**src/rtl/multi_sel_sched.sv**
```systemverilog
`default_nettype none
// ============================================================================
//  Module   : multi_sel_sched
//  Purpose  : Round-robin scheduler sharing one multi_sel datapath among four
//             requesters. One operation in flight: select, drive operand until
//             the unit grants, wait the fixed result latency, return the
//             result tagged with the requester id (or a timeout error).
//  Revision : 1.0  initial release
// ============================================================================
module multi_sel_sched #(
   parameter int LAT     = 4,   // grant cycle to unit_out-valid cycle, 1..15
   parameter int TIMEOUT = 15   // DRIVE cycles allowed without grant, 1..255
) (
   input  logic        clk,
   input  logic        rst,
   input  logic [3:0]  req,
   input  logic [31:0] req_d,
   output logic [3:0]  ack,
   output logic        rsp_valid,
   output logic [1:0]  rsp_id,
   output logic [10:0] rsp_data,
   output logic        rsp_err,
   output logic [7:0]  unit_d,
   input  logic        unit_grant,
   input  logic [10:0] unit_out,
   output logic        busy
);

   // Last timeout-counter value still allowed in DRIVE, and the latency
   // count at which unit_out is sampled (counter is 1 in the first WAIT cycle).
   localparam logic [7:0] C_TO_LAST  = 8'(TIMEOUT - 1);
   localparam logic [3:0] C_LAT_LAST = 4'(LAT);

   typedef enum logic [1:0] {
      S_IDLE  = 2'd0,
      S_DRIVE = 2'd1,
      S_WAIT  = 2'd2,
      S_RESP  = 2'd3
   } state_t;

   state_t       state_q;
   logic [1:0]   ptr_q;
   logic [1:0]   id_q;
   logic [7:0]   to_cnt_q;
   logic [3:0]   lat_cnt_q;
   logic [3:0]   ack_q;
   logic         rsp_valid_q;
   logic [1:0]   rsp_id_q;
   logic [10:0]  rsp_data_q;
   logic         rsp_err_q;
   logic [7:0]   unit_d_q;

   logic         w_win_vld;
   logic [1:0]   w_win_id;
   logic [1:0]   w_scan_idx;
   logic [7:0]   w_win_op;

   // Round-robin pick: first set request scanning ptr, ptr+1, ... mod 4.
   // Scanning from the farthest candidate back lets the nearest one win.
   always_comb begin
      w_win_vld  = 1'b0;
      w_win_id   = 2'd0;
      w_scan_idx = 2'd0;
      for (int k = 3; k >= 0; k--) begin
         w_scan_idx = ptr_q + 2'(k);
         if (req[w_scan_idx]) begin
            w_win_vld = 1'b1;
            w_win_id  = w_scan_idx;
         end
      end
   end

   // Operand of the current winner; only consumed in the IDLE selection cycle.
   assign w_win_op = req_d[{w_win_id, 3'b000} +: 8];

   // Scheduler state machine with all outputs registered.
   always_ff @(posedge clk) begin
      if (rst) begin
         state_q     <= S_IDLE;
         ptr_q       <= 2'd0;
         id_q        <= 2'd0;
         to_cnt_q    <= 8'd0;
         lat_cnt_q   <= 4'd0;
         ack_q       <= 4'd0;
         rsp_valid_q <= 1'b0;
         rsp_id_q    <= 2'd0;
         rsp_data_q  <= 11'd0;
         rsp_err_q   <= 1'b0;
         unit_d_q    <= 8'd0;
      end else begin
         // ack and rsp_valid are single-cycle pulses
         ack_q       <= 4'd0;
         rsp_valid_q <= 1'b0;
         unique case (state_q)
            S_IDLE: begin
               unit_d_q <= 8'd0;
               if (w_win_vld) begin
                  id_q     <= w_win_id;
                  ack_q    <= 4'b0001 << w_win_id;
                  unit_d_q <= w_win_op;
                  to_cnt_q <= 8'd0;
                  state_q  <= S_DRIVE;
               end
            end
            S_DRIVE: begin
               // A grant on the final allowed cycle still counts as success.
               if (unit_grant) begin
                  lat_cnt_q <= 4'd1;
                  state_q   <= S_WAIT;
               end else if (to_cnt_q == C_TO_LAST) begin
                  rsp_valid_q <= 1'b1;
                  rsp_id_q    <= id_q;
                  rsp_data_q  <= 11'd0;
                  rsp_err_q   <= 1'b1;
                  unit_d_q    <= 8'd0;
                  state_q     <= S_RESP;
               end else begin
                  to_cnt_q <= to_cnt_q + 8'd1;
               end
            end
            S_WAIT: begin
               // unit_grant is deliberately ignored here.
               if (lat_cnt_q == C_LAT_LAST) begin
                  rsp_valid_q <= 1'b1;
                  rsp_id_q    <= id_q;
                  rsp_data_q  <= unit_out;
                  rsp_err_q   <= 1'b0;
                  unit_d_q    <= 8'd0;
                  state_q     <= S_RESP;
               end else begin
                  lat_cnt_q <= lat_cnt_q + 4'd1;
               end
            end
            S_RESP: begin
               ptr_q    <= id_q + 2'd1;
               unit_d_q <= 8'd0;
               state_q  <= S_IDLE;
            end
            default: begin
               state_q <= S_IDLE;
            end
         endcase
      end
   end

   assign ack       = ack_q;
   assign rsp_valid = rsp_valid_q;
   assign rsp_id    = rsp_id_q;
   assign rsp_data  = rsp_data_q;
   assign rsp_err   = rsp_err_q;
   assign unit_d    = unit_d_q;
   assign busy      = (state_q != S_IDLE);

endmodule
`default_nettype wire
```
**config.mk**
```make
export PLATFORM = sky130hd
export DESIGN_NAME = multi_sel_sched
export DESIGN_NICKNAME = d
export VERILOG_FILES = /design/src/rtl/multi_sel_sched.sv
export SDC_FILE = /design/constraint.sdc
export NUM_CORES = 1
export LEC_CHECK = 0
export ABC_AREA = 1
export CORE_UTILIZATION = 45
export CTS_CLUSTER_DIAMETER = 50
export DETAILED_ROUTE_END_ITERATION = 8
export PLACE_DENSITY = 0.78
export SLEW_MARGIN = 20
export SYNTH_ARGS = -nofsm -noshare
export SYNTH_HDL_FRONTEND = slang
export SYNTH_SLANG_ARGS = --single-unit
```
**constraint.sdc**
```tcl
create_clock -name clk -period 2.1 [get_ports clk]
set_clock_uncertainty 0.05 [all_clocks]
set_input_delay 0.42 -clock clk [delete_from_list [all_inputs] [get_ports clk]]
set_output_delay 0.42 -clock clk [all_outputs]
set_load 0.005 [all_outputs]
```
After elaboration in Yosys (flattened, before gate mapping)
Index checks and enable logic that the tools add are counted.

Latch bits: 0. Logic and storage cells: 98. Input port bits: 50. Memories: 0. Bits in writable memories: 0. ROM bits: 0. Flip-flop bits (word level): 45.

Muxes and demuxes: 49. Div/mod/pow operators: 0. Shifts and indexed selects: 2. Add/subtract/negate cells: 6. Magnitude comparators: 4. Reduce and logical (&&, ||, !) cells: 11. Bitwise gates (word level): 2. Multipliers: 0. Equality and inequality tests: 13.

Operator list (number): $mux W8 (7); $mux W11 (3); $pmux W8 S4 (1); $shiftx A32 B6 Y8 (1); $mux W2 (11); $pmux W11 S2 (1); $pmux W8 S2 (1); $mux W1 (14); $ne A2 B2 Y1 const B (7); $lt A2 B3 Y1 const B (4); $reduce_and A3 Y1 (3); $add A8 B1 Y8 const B (1); $bmux W1 S2 (4); $eq A8 B4 Y1 const B (1); $mux W4 (2); $pmux W2 S4 (1); $pmux W4 S2 (1); $reduce_and A4 Y1 (2); $reduce_bool A2 Y1 (3); $add A2 B1 Y2 const B (2); $add A2 B2 Y2 const B (2); $add A4 B1 Y4 const B (1); $eq A2 B2 Y1 const B (2); $eq A4 B3 Y1 const B (1); 9 further kinds (11).

Logic depth before layout (Yosys ltp)
Gate-level depths: netlist (run 1).

Word-level depth: 10. Gate-level depth with buffers: 13. Depth with buffers taken out: 12.

Worst setup path before layout (run 1)
Ideal clock, no wire load.

Path kind: register to register. Start point: register state_q[1]. End point: register lat_cnt_q[3]. Period minus slack after synthesis: 1.906 ns. Setup slack: 0.194 ns. Cell stages (with the launch flop): 10. Arrival: 1.730 ns. Path through: dfxtp_1 > inv_1 > ha_1 > inv_1 > nor2_1 > nor2_1 > nand2_1 > or4_1 > xor2_1 > nor2_1.

Cells in the longest elaborated chain, start to end: 3.

RTL lines: start: declaration (line 41) `state_t state_q;`; start signal: assignment (line 79) `state_q <= S_IDLE;`; start signal: assignment (line 102) `state_q <= S_DRIVE;`; start signal: assignment (line 109) `state_q <= S_WAIT;`; $eq A2 B2 Y1 / $eq A2 B1 Y1 (equally long branches) (line 94) `unique case (state_q)`; $ne A2 B2 Y1 (no line) / $reduce_bool A2 Y1 (equally long branches); $reduce_and A3 Y1 (no line); end signal: assignment (line 131) `lat_cnt_q <= lat_cnt_q + 4'd1;`; end: declaration (line 45) `logic [3:0] lat_cnt_q;`.

Parallel ways exist; a longest one is shown, timed or not. A chain may end at the register's enable or synchronous reset.

Worst setup path after layout (run 1)
Start point: register state_q[0]. End point: output busy.

Cells in the longest elaborated chain, start to end: 1.

RTL lines: $reduce_bool A2 Y1 (line 152) `assign busy = (state_q != S_IDLE);`; end: declaration (line 26) `output logic busy`.

Every way passes these cells.

==> flow_metrics.tcl, run 1 <==
set metrics [dict create \
    drt-total-wl_um 6320 \
    routedWlPerCell_um 12.56 \
    cts_hold_buffers 0 \
    crit_type "register to primary output" \
    ys.flop_type "dfxtp_1" \
    dieArea_um2 5763 \
    power_switching_mw 1.493 \
    vias_per_cell 5.101 \
    die_x_um 75.92 \
    port_buffers 77 \
    ys_top_cells_by_area "dfxtp_1, nand3_1, nand2_1" \
    grt_max_degree 24 \
    fillers 429 \
    maxCapViolations 0 \
    vias 2566 \
    worst_r2r_endpoint "unit_d[4]" \
    max-slew-margin-rel_pct 64.38 \
    leakagePower_nw 1.414 \
    yosysTopAreaCell "dfxtp_1" \
    cts_sinks 45 \
    drt-initial-drc-count 187 \
    crit_arrival_ns 1.53 \
    area_growth_pct 42.70 \
    rsz0062_at_grt "false" \
    synth_nets 401 \
    ant_nets 0 \
    grt_pass1_wl_um 10610 \
    setup_viol 0 \
    clk_pin_slew_ns 0.07 \
    period_share_pct 95.28 \
    r2r_setup_slack_ns 0.19 \
    drive_gt1_share_pct 11.32 \
    first_pass_iters 4 \
    grt_overflow_total 0 \
    power_density_nw_per_um2 1064 \
    postCtsSetupBuffers 0 \
    endpoint "busy" \
    rows 26 \
    cp.required_ns 1.63 \
    status "finished, final reports clean" \
    worst_hold_slack_ns 0.4123 \
    ios 78 \
    hold_class "register to register" \
    initial_core_util_pct 47.53 \
    ys_seq_area_share_pct 36.64 \
    combinationalPowerShare_pct 54.4 \
    slew_viol_final 0 \
    netlist_area_um2 2459 \
    insertion_delay_ns 0.29 \
    nets 491 \
    antenna_cells 0 \
    core_region_area_um2 5172 \
    clkPwrFrac_pct 14.2 \
    crit_fanout 4 \
    finalPower_mw 3.732 \
    utilization_pct 67.83 \
    die_h_um 75.92 \
    syn_avg_cell_area_um2 7.168 \
    synth-edff-count 0 \
    grtUsageTotal_pct 22.48 \
    yosys_warnings 0 \
    cts_tree "done" \
    netlist_top_cells_count "nand2_1, nand3_1, dfxtp_1" \
    fin_area_um2 3508 \
    antenna_found_initial 0 \
    clock.fmax_ghz 0.4998 \
    swShare_pct 39.99 \
    hold_viol 0 \
    worstSetupStartpoint "state_q[0]" \
    ys_seq_elements 45 \
    h-tree-depth 2 \
    peakVddDrop_mv 0.6737 \
    async_flop_share_pct 0 \
    synth_cell_types 31 \
    tightest_slew_ns 0.5311 \
    cp-start-kind "register" \
    syn-instance-count 343 \
    p_int_mw 2.239 \
    r2r-start "to_cnt_q[0]" \
    grt_pass1_vias 2443 \
    clockRootBuffer "clkbuf_8" \
    synth.most_common_cell "nand2_1" \
    gp_congestion 0.8707 \
    drc 0 \
    cts_buffers 5 \
    placed_cell_area_um2 3407 \
    cts_buffer_depth 2 \
    critPathCaptureType "primary output" \
    place_hpwl_um 4908 \
    synth.top_cell.area_share_pct 36.64 \
    period_needed_ns 2.001 \
    p_seq_share_pct 31.4 \
    ff2ff_path_depth 13 \
]
## layout by cell type (no fill, tap or decap), drive strengths merged, types with 10 or more instances in the layout
cell type      Yosys  layout
nand2             84      84
o21ai             10      10
nand3             69      69
a21oi             37      37
clkdlybuf4s50      0      77
buf                7      18
nor2              21      21
dfxtp             45      45
inv               31      31
## kinds of logic (layout without fill, tap and decap cells)
| family | Yosys count | count (layout) | synth area share (%) |
|---|---|---|---|
| simple gates | 186 | 186 | 36.64 |
| compound gates | 52 | 52 | 11.35 |
| flops | 45 | 45 | 36.64 |
| buf+inv | 43 | 133 | 8.091 |
| xor+xnor | 9 | 9 | 3.206 |
| fa+ha+maj | 8 | 8 | 4.071 |
## registers in the layout, summed over array words and instances, names as in the netlist
name and count:
lat_cnt_q 4, rsp_id 2, rsp_err 1, to_cnt_q 8, rsp_valid 1, ptr_q 2
rsp_data 11, id_q 2, state_q 2, unit_d 8, ack 4
## power groups by stage
stage	Combinational, mW	Clock, mW	Sequential [mW]
after floorplan	1.19	0	1.18
after global placement	1.96	0	1.18
after detailed placement	2.01	0	1.19
after CTS	2.02	0.545	1.17
after global routing	2.24	0.576	1.20
final	2.03	0.530	1.17
## per-layer routing
| layer | global-route usage, % | vias to the layer above | routed length, um |
|---|---|---|---|
| li1 | - | 1318 | - |
| met5 | 0 | - | 0 |
| met2 | 39.55 | 48 | 3236 |
| met3 | 3.373 | 10 | 162 |
| met4 | 9.423 | 0 | 122 |
| met1 | 27.25 | 1190 | 2800 |
## layout make-up
| class | count | area, um2 | area share (%) |
|---|---|---|---|
| sequential | 45 | 905.9 | 25.82 |
| inverter | 31 | 116.4 | 3.317 |
| multi-input combinational | 255 | 1369 | 39.02 |
| clock buffer | 7 | 86.33 | 2.461 |
| tap | 70 | 87.58 | 2.496 |
| timing repair buffer | 95 | 943.4 | 26.89 |
## worst min-delay path by stage
stage / slack [ns] / startpoint / cells past startpoint / end
after floorplan: 0.39 / to_cnt_q[7] / 2 / to_cnt_q[7]
after global placement: 0.40 / rsp_data[2] / 2 / rsp_data[2]
after detailed placement: 0.40 / rsp_data[2] / 2 / rsp_data[2]
after CTS: 0.41 / rsp_data[2] / 2 / rsp_data[2]
after global routing: 0.43 / rsp_data[7] / 2 / rsp_data[7]
final: 0.41 / rsp_data[7] / 2 / rsp_data[7]
## worst max-delay path, cell delays in order, from the launching register on
cell and delay (ns):
dfxtp_2 0.37, inv_1 0.09, ha_2 0.21, inv_2 0.08
clkdlybuf4s50_1 0.49
## metrics by stage
| stage | setup slack, ns | TNS [ns] | cells |
|---|---|---|---|
| after floorplan | 0.1936 | 0 | 343 |
| after global placement | -0.03304 | -0.3426 | 496 |
| after detailed placement | -0.1198 | -1.925 | 496 |
| after CTS | 0.01091 | 0 | 503 |
| after global routing | 0.01126 | 0 | 503 |
| final | 0.09906 | 0 | 503 |
## timing repair
| action | in CTS | in global routing |
|---|---|---|
| cloned | 0 | 0 |
| endpoints found under the setup margin | 1 | 21 |
| gates resized for setup | 2 | 6 |
Power figures use the tool's default switching activity.
==> inputs of run 2 (changes only) <==
--- a/config.mk
+++ b/config.mk
@@ -9,6 +9,7 @@
 export CORE_UTILIZATION = 45
 export CTS_CLUSTER_DIAMETER = 50
 export DETAILED_ROUTE_END_ITERATION = 8
+export MAX_ROUTING_LAYER = met4
 export PLACE_DENSITY = 0.78
 export SLEW_MARGIN = 20
 export SYNTH_ARGS = -nofsm -noshare
==> flow_metrics.tcl, run 2 (synthesis gave the netlist of run 1 again) <==
set metrics [dict create \
    status "finished, final reports clean" \
    crit_fanout 4 \
    gp_congestion 0.8849 \
    slowest_delay_ns 0.49 \
    clkPwrFrac_pct 14.2 \
    tightest_slew_ns 0.5322 \
    clockRootBuffer "clkbuf_8" \
    fin_cells 503 \
    hold_depth 2 \
    die_h_um 75.92 \
    period_share_pct 95.24 \
    cts_buffer_depth 2 \
    port_buffers 77 \
    crit_arrival_ns 1.53 \
    nets 491 \
    routedWlPerCell_um 12.55 \
    first_pass_iters 4 \
    power_switching_mw 1.490 \
    drt-initial-drc-count 180 \
    dp.cells 496 \
    slew_viol_final 0 \
    core_region_area_um2 5172 \
    cts_tree "done" \
    power_density_nw_per_um2 1063 \
    hold_class "register to register" \
    grtUsageTotal_pct 23.14 \
    place_hpwl_um 4908 \
    area_growth_pct 42.70 \
    crit_type "register to primary output" \
    maxCapViolations 0 \
    h-tree-depth 2 \
    drc 0 \
    largest_reg_flops 11 \
    cts_buffers 5 \
    setup_viol 0 \
    cp.required_ns 1.63 \
    postCtsSetupBuffers 0 \
    clk_pin_slew_ns 0.07 \
    cts_sinks 45 \
    peakVddDrop_mv 0.6739 \
    fillers 429 \
    grt_max_degree 24 \
    period_needed_ns 2.000 \
    vias 2582 \
    cts_hold_buffers 0 \
    finalPower_mw 3.730 \
    antenna_found_initial 0 \
    drt-total-wl_um 6314 \
    path_buf_inv 3 \
    p_int_mw 2.239 \
    vias_per_cell 5.133 \
    rows 26 \
    insertion_delay_ns 0.29 \
    p_seq_share_pct 31.5 \
    cp.depth 4 \
    dieArea_um2 5763 \
    clock.fmax_ghz 0.5000 \
    hold_viol 0 \
    final_cell_mix "nand2_1, clkdlybuf4s50_1, nand3_1, dfxtp_1, a21oi_1" \
    max-slew-margin-rel_pct 64.31 \
    initial_core_util_pct 47.53 \
    antenna_cells 0 \
    final_common_cell "nand2_1" \
    combinationalPowerShare_pct 54.4 \
    critPathCaptureType "primary output" \
    grt_pass1_wl_um 10620 \
    ff2ff_path_depth 13 \
    ant_nets 0 \
    leakagePower_nw 1.414 \
    cp-start-kind "register" \
    ios 78 \
    grt_overflow_total 0 \
    multiInputGateArea_um2 1369 \
    die_x_um 75.92 \
    slowest_stage "clkdlybuf4s50_1" \
    swShare_pct 39.95 \
    worst_hold_slack_ns 0.4120 \
    critical_path.cell_chain "inv_1 -> ha_2 -> inv_2 -> clkdlybuf4s50_1" \
    seqCellArea_um2 905.9 \
    grt_pass1_vias 2445 \
    rsz0062_at_grt "false" \
    cp_top_family "buffers and inverters" \
    drive_gt1_share_pct 11.32 \
]
## run 2: cell counts in the layout (fill, tap and decap cells not counted)
Identical to the previous run, type by type.
## run 2: layout make-up
cell class,count,share of cell area (%)
well taps,70,2.496
clock buffers,7,2.461
flip-flops and latches,45,25.82
multi-input cells,255,39.02
inverters,31,3.317
repair buffers,95,26.89
## run 2: worst paths after layout
path,from,end,slack [ns]
max,state_q[0],busy,0.1
max reg2reg,to_cnt_q[0],unit_d[4],0.20
min reg2reg,rsp_data[2],rsp_data[2],0.41
min,rsp_data[2],rsp_data[2],0.41
## run 2: repair_timing
item / in CTS / in global routing
cloned: 0 / 0
setup endpoints to repair: 1 / 21
resized for setup: 2 / 6
endpoints found under the hold margin: 0 / 0
## run 2: power groups by stage
stage	clock network, mW	logic [mW]	registers [mW]
finish	0.528	2.03	1.17
global route	0.576	2.24	1.20
CTS	0.545	2.02	1.17
detailed placement	0	2.01	1.19
global placement	0	1.96	1.18
floorplan	0	1.19	1.18
## run 2: routing by layer
metal | share of wire, % | GRT usage (%) | vias up | wire (um)
met5 | 0 | - | - | 0
met4 | 2.5 | 9.423 | 0 | 155
met3 | 2.9 | 3.373 | 14 | 186
met2 | 51 | 39.64 | 59 | 3212
met1 | 44 | 27.17 | 1188 | 2760
li1 | - | - | 1321 | -
## run 2: through the flow
step,setup WS [ns],setup TNS (ns),area (um2),utilization (%)
finish,0.09990,0,3508,67.83
global route,0.01126,0,3508,67.83
CTS,0.01091,0,3496,67.59
detailed placement,-0.1198,-1.925,3407,65.87
global placement,-0.03304,-0.3426,3407,65.87
floorplan,0.1936,0,2459,-
## run 2: worst register-to-register path, cell delays in order (launching register included)
cell and delay, ns:
dfxtp_1 0.34, inv_1 0.08, ha_1 0.15, nand2_1 0.05, nor2_1 0.11, nand3_2 0.13
nor2_1 0.12, nor2_1 0.05, nor2_2 0.14, inv_2 0.11, nor2_2 0.11, buf_4 0.16
nand3_1 0.10, a21oi_1 0.12
==> inputs of run 3 (changes only) <==
--- a/config.mk
+++ b/config.mk
@@ -6,6 +6,7 @@
 export NUM_CORES = 1
 export LEC_CHECK = 0
 export ABC_AREA = 1
+export CORE_MARGIN = 5
 export CORE_UTILIZATION = 45
 export CTS_CLUSTER_DIAMETER = 50
 export DETAILED_ROUTE_END_ITERATION = 8
==> flow_metrics.tcl, run 3 (synthesis gave the netlist of run 1 again) <==
set metrics [dict create \
    setup_slack_ns 0.09039 \
    die_x_um 83.92 \
    drc 0 \
    ios 78 \
    first_pass_iters 4 \
    leakagePower_nw 1.433 \
    power_density_nw_per_um2 1068 \
    dieArea_um2 7042 \
    insertion_delay_ns 0.29 \
    ant_nets 0 \
    antenna_cells 0 \
    antenna_found_initial 0 \
    peakVddDrop_mv 0.5434 \
    period_needed_ns 2.010 \
    hold_viol 0 \
    cts_hold_buffers 0 \
    grtUsageTotal_pct 18.69 \
    period_share_pct 95.70 \
    crit_arrival_ns 1.54 \
    cts_buffers 5 \
    largest_reg_flops 11 \
    busiest_layer "met2" \
    slew_viol_final 0 \
    grt_overflow_total 0 \
    cp.required_ns 1.63 \
    place_hpwl_um 5063 \
    cp-start-kind "register" \
    nets 495 \
    status "finished, final reports clean" \
    drt-initial-drc-count 131 \
    crit_type "register to primary output" \
    hold_class "register to register" \
    core_region_area_um2 5405 \
    cts_buffer_depth 2 \
    initial_core_util_pct 45.49 \
    grt_pass1_wl_um 10850 \
    grt_max_degree 33 \
    pre_cts_slack_ns -0.1504 \
    grt_pass1_vias 2382 \
    routedWlPerCell_um 12.87 \
    use_met3_pct 2.665 \
    gr-usage-met2_pct 32.75 \
    die_h_um 83.92 \
    setup_viol 0 \
    clk_pin_slew_ns 0.08 \
    clockRootBuffer "clkbuf_8" \
    final_common_cell "nand2_1" \
    vias_per_cell 5.055 \
    cts_sinks 45 \
    area_growth_pct 44.17 \
    fillers 482 \
    gp_congestion 0.8919 \
    drt-total-wl_um 6565 \
    maxCapViolations 0 \
    critPathCaptureType "primary output" \
    max-slew-margin-rel_pct 62.28 \
    port_buffers 77 \
    vias 2578 \
    worst_hold_slack_ns 0.4115 \
    rows 27 \
    clock.fmax_ghz 0.4976 \
    tightest_slew_ns 0.5624 \
    final_cell_mix "nand2_1, clkdlybuf4s50_1, nand3_1, dfxtp_1, a21oi_1" \
    cts_tree "done" \
    h-tree-depth 2 \
    crit_fanout 4 \
    grt_util_met1_pct 22.29 \
    drive_gt1_share_pct 12.79 \
]
[run 3: worst paths after layout]
| check | startpoint | end | slack [ns] | depth (start not counted) |
|---|---|---|---|---|
| setup / recovery | state_q[0] | busy | 0.09 | 4 |
| hold / removal | rsp_data[2] | rsp_data[2] | 0.41 | 2 |
| setup reg to reg | to_cnt_q[0] | unit_d[5] | 0.17 | 13 |
| hold reg to reg | rsp_data[2] | rsp_data[2] | 0.41 | 2 |
[run 3: metrics by stage]
stage / utilization [%] / instance area, um2 / instances / TNS [ns] / total power [mW]
after floorplan: - / 2459 / 343 / 0 / 2.370
after global placement: 63.08 / 3410 / 498 / -1.039 / 3.155
after detailed placement: 63.08 / 3410 / 498 / -1.998 / 3.195
after CTS: 64.65 / 3495 / 506 / 0 / 3.715
after global routing: 65.58 / 3545 / 510 / -0.02208 / 4.104
final: 65.58 / 3545 / 510 / 0 / 3.786
[run 3: repair_timing]
action,4_1_cts,5_1_grt
hold endpoints to repair,0,0
gates resized for setup,3,7
pin swaps,0,2
cloned,0,0
buffers inserted,0,4
setup endpoints to repair,1,34
[run 3: critical path: stages, from the launching register on]
cell and delay, ns:
dfxtp_2 0.37, inv_1 0.09, ha_2 0.21, inv_2 0.08
clkdlybuf4s50_1 0.49
[run 3: metal layers]
| metal | vias up | part of all wire (%) | wire length (um) |
|---|---|---|---|
| met1 | 1211 | 43 | 2797 |
| met5 | - | 0 | 0 |
| li1 | 1325 | - | - |
| met3 | 6 | 2.6 | 170 |
| met2 | 36 | 53 | 3505 |
| met4 | 0 | 1.4 | 92 |
[run 3: power breakdown]
group          switching (mW)  leakage (nW)  internal [mW]
Sequential              0.127         0.367           1.05
Clock                   0.274        0.0450          0.231
Combinational            1.12          1.02          0.982
[run 3: layout make-up]
class / count / area, um2 / area share, %
multi-input cells: 255 / 1378 / 38.86
inverters: 31 / 116.4 / 3.283
clock buffers: 6 / 72.57 / 2.047
well taps: 72 / 90.09 / 2.541
flip-flops and latches: 45 / 904.6 / 25.52
clock inverters: 2 / 10.01 / 0.2824
repair buffers: 99 / 973.4 / 27.46
